<file path="src/rtl/rf_sched_pkg.sv">
// Shared constants for the register-file write scheduler.
package rf_sched_pkg;
  localparam int RF_ADDR_W = 5;
  localparam int RF_NREGS  = 32;
  localparam logic CH_A = 1'b0;
  localparam logic CH_B = 1'b1;
endpackage

</file>
<file path="src/rtl/rf_wr_hold.sv">
// One-entry write holding register; load wins over clear, flush wins over both.
// Latency 1 cycle from load to valid; the parent decides when loading is allowed.
module rf_wr_hold
  import rf_sched_pkg::*;
#(
  parameter int DATA_W = 32
) (
  input  logic                 clk,
  input  logic                 rst_n,
  input  logic                 flush_i,
  input  logic                 load_i,
  input  logic                 clear_i,
  input  logic [RF_ADDR_W-1:0] addr_i,
  input  logic [DATA_W-1:0]    data_i,
  output logic                 vld_o,
  output logic [RF_ADDR_W-1:0] addr_o,
  output logic [DATA_W-1:0]    data_o
);
  logic                 vld_q, vld_d;
  logic [RF_ADDR_W-1:0] addr_q;
  logic [DATA_W-1:0]    data_q;

  always_comb begin
    vld_d = vld_q;
    if (flush_i)      vld_d = 1'b0;
    else if (load_i)  vld_d = 1'b1;
    else if (clear_i) vld_d = 1'b0;
  end

  always_ff @(posedge clk or negedge rst_n) begin
    if (!rst_n) begin
      vld_q  <= 1'b0;
      addr_q <= '0;
      data_q <= '0;
    end else begin
      vld_q <= vld_d;
      if (load_i && !flush_i) begin
        addr_q <= addr_i;
        data_q <= data_i;
      end
    end
  end

  assign vld_o  = vld_q;
  assign addr_o = addr_q;
  assign data_o = data_q;
endmodule

</file>
<file path="src/rtl/rf_write_scheduler.sv">
// Round-robin share of the RF write port between ALU (A) and load (B) writeback.
// Optional RF_R0_DISCARD_EN: writes to r0 use their grant slot but raise no strobe.
module rf_write_scheduler
  import rf_sched_pkg::*;
#(
  parameter int DATA_W = 32,
  parameter int CNT_W  = 16
) (
  input  logic                 clk,
  input  logic                 rst_n,
  input  logic                 flush,
  input  logic                 a_valid,
  input  logic [RF_ADDR_W-1:0] a_addr,
  input  logic [DATA_W-1:0]    a_data,
  output logic                 a_ready,
  input  logic                 b_valid,
  input  logic [RF_ADDR_W-1:0] b_addr,
  input  logic [DATA_W-1:0]    b_data,
  output logic                 b_ready,
  output logic [RF_NREGS-1:0]  rf_we,
  output logic [DATA_W-1:0]    rf_wdata,
  output logic                 busy,
  output logic [CNT_W-1:0]     contention_cnt
);
  function automatic logic [RF_NREGS-1:0] decode_onehot(input logic [RF_ADDR_W-1:0] addr);
    logic [RF_NREGS-1:0] v;
    v       = '0;
    v[addr] = 1'b1;
    return v;
  endfunction

  logic                 hold_a_vld, hold_b_vld;
  logic [RF_ADDR_W-1:0] hold_a_addr, hold_b_addr;
  logic [DATA_W-1:0]    hold_a_dat, hold_b_dat;
  logic                 grant_a, grant_b, issue, wr_en;
  logic [RF_ADDR_W-1:0] g_addr;
  logic [DATA_W-1:0]    g_dat;
  logic                 rr_last_q, rr_last_d;
  logic [RF_NREGS-1:0]  rf_we_q, rf_we_d;
  logic [DATA_W-1:0]    rf_wdata_q, rf_wdata_d;
  logic [CNT_W-1:0]     cnt_q, cnt_d;

  // Grant looks only at registered hold state, keeping valid->ready free of loops.
  assign grant_a = hold_a_vld && (!hold_b_vld || rr_last_q == CH_B);
  assign grant_b = hold_b_vld && (!hold_a_vld || rr_last_q == CH_A);
  assign a_ready = !flush && (!hold_a_vld || grant_a);
  assign b_ready = !flush && (!hold_b_vld || grant_b);

  rf_wr_hold #(.DATA_W(DATA_W)) u_hold_a (
    .clk(clk), .rst_n(rst_n), .flush_i(flush), .load_i(a_valid && a_ready),
    .clear_i(grant_a), .addr_i(a_addr), .data_i(a_data),
    .vld_o(hold_a_vld), .addr_o(hold_a_addr), .data_o(hold_a_dat)
  );

  rf_wr_hold #(.DATA_W(DATA_W)) u_hold_b (
    .clk(clk), .rst_n(rst_n), .flush_i(flush), .load_i(b_valid && b_ready),
    .clear_i(grant_b), .addr_i(b_addr), .data_i(b_data),
    .vld_o(hold_b_vld), .addr_o(hold_b_addr), .data_o(hold_b_dat)
  );

  assign issue  = !flush && (grant_a || grant_b);
  assign g_addr = grant_a ? hold_a_addr : hold_b_addr;
  assign g_dat  = grant_a ? hold_a_dat : hold_b_dat;
`ifdef RF_R0_DISCARD_EN
  assign wr_en = issue && (g_addr != '0);
`else
  assign wr_en = issue;
`endif

  always_comb begin
    rf_we_d    = '0;
    rf_wdata_d = rf_wdata_q;
    rr_last_d  = rr_last_q;
    cnt_d      = cnt_q;
    if (wr_en) begin
      rf_we_d    = decode_onehot(g_addr);
      rf_wdata_d = g_dat;
    end
    if (issue) rr_last_d = grant_a ? CH_A : CH_B;
    if (!flush && hold_a_vld && hold_b_vld && cnt_q != {CNT_W{1'b1}})
      cnt_d = cnt_q + CNT_W'(1'b1);
  end

  always_ff @(posedge clk or negedge rst_n) begin
    if (!rst_n) begin
      rf_we_q    <= '0;
      rf_wdata_q <= '0;
      rr_last_q  <= CH_B;
      cnt_q      <= '0;
    end else begin
      rf_we_q    <= rf_we_d;
      rf_wdata_q <= rf_wdata_d;
      rr_last_q  <= rr_last_d;
      cnt_q      <= cnt_d;
    end
  end

  assign rf_we          = rf_we_q;
  assign rf_wdata       = rf_wdata_q;
  assign contention_cnt = cnt_q;
  assign busy           = hold_a_vld || hold_b_vld || (|rf_we_q);
endmodule

</file>
<file path="config.mk">
export PLATFORM = sky130hd
export DESIGN_NAME = rf_write_scheduler
export DESIGN_NICKNAME = d
export VERILOG_FILES = /design/src/rtl/rf_sched_pkg.sv /design/src/rtl/rf_wr_hold.sv /design/src/rtl/rf_write_scheduler.sv
export SDC_FILE = /design/constraint.sdc
export NUM_CORES = 1
export LEC_CHECK = 0
export CORE_MARGIN = 3
export CORE_UTILIZATION = 45
export CTS_BUF_LIST = sky130_fd_sc_hd__clkbuf_4 sky130_fd_sc_hd__clkbuf_8 sky130_fd_sc_hd__clkbuf_16
export DETAILED_ROUTE_END_ITERATION = 10
export PLACE_DENSITY = 0.78
export SYNTH_ARGS = -nofsm -noshare
export SYNTH_HDL_FRONTEND = slang
export SYNTH_HIERARCHICAL = 1
export SYNTH_SLANG_ARGS = --single-unit
</file>
<file path="constraint.sdc">
create_clock -name clk -period 5.28 [get_ports clk]
set_input_delay 1.32 -clock clk [delete_from_list [all_inputs] [get_ports clk]]
set_output_delay 1.32 -clock clk [all_outputs]
set_load 0.03 [all_outputs]
</file>
==> implementation parameters <==
Parameter                              Value

Power and ir drop
  Share of total power in sequential cells    0.431
  Total power    3.60 mW
  Power Density    403 mW/mm^2
  Net load switching power    1.06 mW
  Cell Int Power    2.54 mW
  Peak supply drop    248 uV
  Leak pwr    ~3.9 nW
  Switching portion of total power    0.296
  Portion of total power attributed to the clock network    0.325
  Gate power share    0.244

Layout
  Growth of design area from synthesis to finish    33.3%
  Number of antenna repair diodes    0
  Total area of sequential cells    approximately 0.0039 mm^2
  Area of the multi-input gates    0.00252 mm^2
  Final net count    slightly below 800
  Layout cell share with drive strength beyond 1    0.186
  Fillers    1113

Detailed routing
  Number of remaining DRC errors    0
  Post-detailed-route count of antenna-violating nets    0
  Average via count per standard cell    about 5.4
  Count of vias placed by the detailed router    between 4000 and 5000
  Wirelength per Cell    18.6 um
  1st-pass router iterations    4
  Overall routed net length    16.5 mm
  Number of DRC violations after detailed-routing iteration 0    311

Clocking
  CTS Root Buffer Type    clkbuf_16
  TritonCTS clock tree    yes
  Number of buffers created by CTS    17
  Max Buffers Root-to-Sink    2
  CTS HTree Levels    4
  Clock transition at the registers of the reported paths    0.06 ns
  Clock insertion delay at the later pin of the skew report    0.42 ns
  Post-CTS repair timing setup buffer count    0
  Post-CTS Resized    0
  Hold-fix buffer count after cts    0
  CTS sink count    around 160

Global route
  Largest net degree at the start of global routing    65
  Wire length of the first global-routing pass    around 26 mm
  Remaining global-route overflow    0
  Number of global-route vias before repair    approximately 5000
  GRT Resource Usage Total    0.206
  Initial antenna violation count    0

STA
  Count of pins over their slew limit    0
  Slew HR    0.279
  Final Hold Viols    0
  Worst-case clock skew    between 0.01 and 0.015 ns
  Final critical-path share of the clock period    0.834
  Final setup violation count    0
  Final period demand of the worst path    4.40 ns
  RSZ-0062 raised after global routing    false
  Slew at the pin closest to its max-slew limit    1.05 ns
  Sum of negative setup slack    0 ns
  Timing-limited maximum frequency    around 0.23 GHz

Worst setup path
  Cell chain of the critical path    clkdlybuf4s50_1, a31oi_1, clkdlybuf4s50_1
  Kind of end point of the critical path    output pin
  Data required time of the critical path    between 3 and 4 ns
  Longest individual stage delay on the worst path    0.74 ns
  Type of element launching the critical path    primary input
  R2R cell count    6
  Largest driver fanout on the critical path    10
  Cell at the slowest stage of the critical path    clkdlybuf4s50_1
  Data arrival time of the worst path    3.08 ns
  Crit path top cell by count    clkdlybuf4s50_1
  Class of the most critical setup path    primary input to output pin

Place
  DPL Wire Length    11.3 mm
  Final Wtd Congestion    0.872
  Count of port buffers added during placement    about 160

Synth
  Synth warn    6
  Count of state elements after synthesis    157
  Sequential element share of the synthesized area    0.585
  Distinct cells, synth    43
  Nets in the synthesized netlist    609
  Post-Syn Instances    around 530
  Average cell area after synthesis    12.7 um^2
  Area of the mapped netlist    around 0.0067 mm^2

Die
  Die width    approximately 130 um
  Standard-cell row count    between 40 and 50
  Total core area    0.0146 mm^2
  IO Count    162
  Die outline area    around 0.016 mm^2
  Die Y    about 130 um
  Starting Density    0.460

Hold path
  Min-Delay Path Class    flip-flop to flip-flop
  Hold Crit Depth    1

Status
  Outcome    complete, no violations

Flow run
  Max Cap Viol    0
==> per-stage QoR <==
stage | hold slack, ns | utilization | instance area [um^2] | setup slack [ns] | instances
2_1_floorplan | 0.475 | - | 6710 | 2.10 | 529
3_3_place_gp | 0.480 | 0.574 | 8370 | 0.930 | 855
3_5_place_dp | 0.478 | 0.574 | 8370 | 0.930 | 855
4_1_cts | 0.493 | 0.613 | 8950 | 0.911 | 887
5_1_grt | 0.497 | 0.613 | 8950 | 0.864 | 887
6_report | 0.492 | 0.613 | 8950 | 0.876 | 887
==> layout make-up <==
class,instances,share of cell area
inverter,7,0.00294
clock buffer,23,0.0547
tap,184,0.0257
clock inverter,9,0.00951
multi-input combinational,340,0.281
sequential,157,0.439
timing repair buffer,167,0.187
==> cells in the final DEF (no fill, tap or decap), types with 8 or more instances in the layout <==
cell,instances
clkdlybuf4s50_1,160
dfrtp_1,156
nand2_1,71
mux2_4,61
nor2_1,49
a31oi_1,38
nor3_1,28
clkbuf_16,17
mux2_2,16
nor4_1,8
nand3_1,8
==> path summary, 6_finish.rpt <==
check | from | end | slack [ns]
min in group asynchronous | rst_n | rf_wdata[8] | 0.85
max reg2reg | rr_last_q | rf_we[20] | 1.77
max | flush | b_ready | 0.88
min reg2reg | contention_cnt[5] | contention_cnt[5] | 0.49
min | contention_cnt[5] | contention_cnt[5] | 0.49
max in group asynchronous | rst_n | u_hold_a/data_o[16] | 3.31
==> routing by layer <==
layer | track usage | vias to the layer above | part of all wire
met2 | 0.333 | 156 | 0.49
li1 | - | 2170 | -
met1 | 0.269 | 2398 | 0.43
met4 | 0.0724 | 0 | 0.021
met5 | 0 | - | 0
met3 | 0.0538 | 22 | 0.061
==> sequential cells by signal (all words and copies together) (netlist names) <==
name             cells
rf_wdata            32
rr_last_q            1
u_hold_b/vld_o       1
rf_we               32
u_hold_a/addr_o      5
u_hold_b/data_o     32
contention_cnt      16
u_hold_b/addr_o      5
u_hold_a/data_o     32
u_hold_a/vld_o       1
==> cell usage after synthesis, drive strengths merged <==
| master | number | area share |
|---|---|---|
| dfrtp | 156 | 0.58 |
| mux2 | 77 | 0.16 |
| nand2 | 72 | 0.041 |
| nor2 | 50 | 0.028 |
| a31oi | 38 | 0.035 |
| nor3 | 29 | 0.022 |
| buf | 22 | 0.035 |
| nand3 | 9 | 0.0075 |
| nor4 | 8 | 0.0075 |
| and3 | 7 | 0.0067 |
| inv | 7 | 0.0039 |
| nand4 | 6 | 0.0065 |
| nor3b | 6 | 0.0067 |
| xor2 | 6 | 0.0078 |
| o21ai | 5 | 0.0048 |
| xnor2 | 5 | 0.0065 |
| nor2b | 4 | 0.0060 |
| a21oi | 3 | 0.0022 |
| clkbuf | 3 | 0.0017 |
| nand2b | 3 | 0.0028 |
| a41oi | 2 | 0.0037 |
| and2 | 2 | 0.0019 |
| mux2i | 2 | 0.0030 |
| a21boi | 1 | 0.0011 |
| and3b | 1 | 0.0015 |
| dfstp | 1 | 0.0039 |
| ha | 1 | 0.0019 |
| o21a | 1 | 0.0011 |
| o22ai | 1 | 0.00093 |
| o41ai | 1 | 0.0041 |
==> logic make-up after synthesis <==
kind of cell    synth area share
compound gates            0.0535
flops                      0.585
xor+xnor                  0.0144
fa+ha+maj                0.00186
simple gates               0.138
buf+inv                   0.0406
mux                        0.166
==> critical path: cells and delay by family <==
kind / cells / cell delay [ns]
buffers and inverters: 2 / 1.41
AO/OA/AOI/OAI: 1 / 0.35
==> power by group through the flow <==
stage | Clock (mW) | Combinational (mW) | Sequential (mW)
floorplan | 0 | 0.374 | 1.70
global placement | 0 | 0.855 | 1.56
detailed placement | 0 | 0.880 | 1.57
CTS | 1.20 | 0.885 | 1.55
global route | 1.24 | 0.936 | 1.58
finish | 1.17 | 0.879 | 1.55
(Power assumes the default switching activity.)
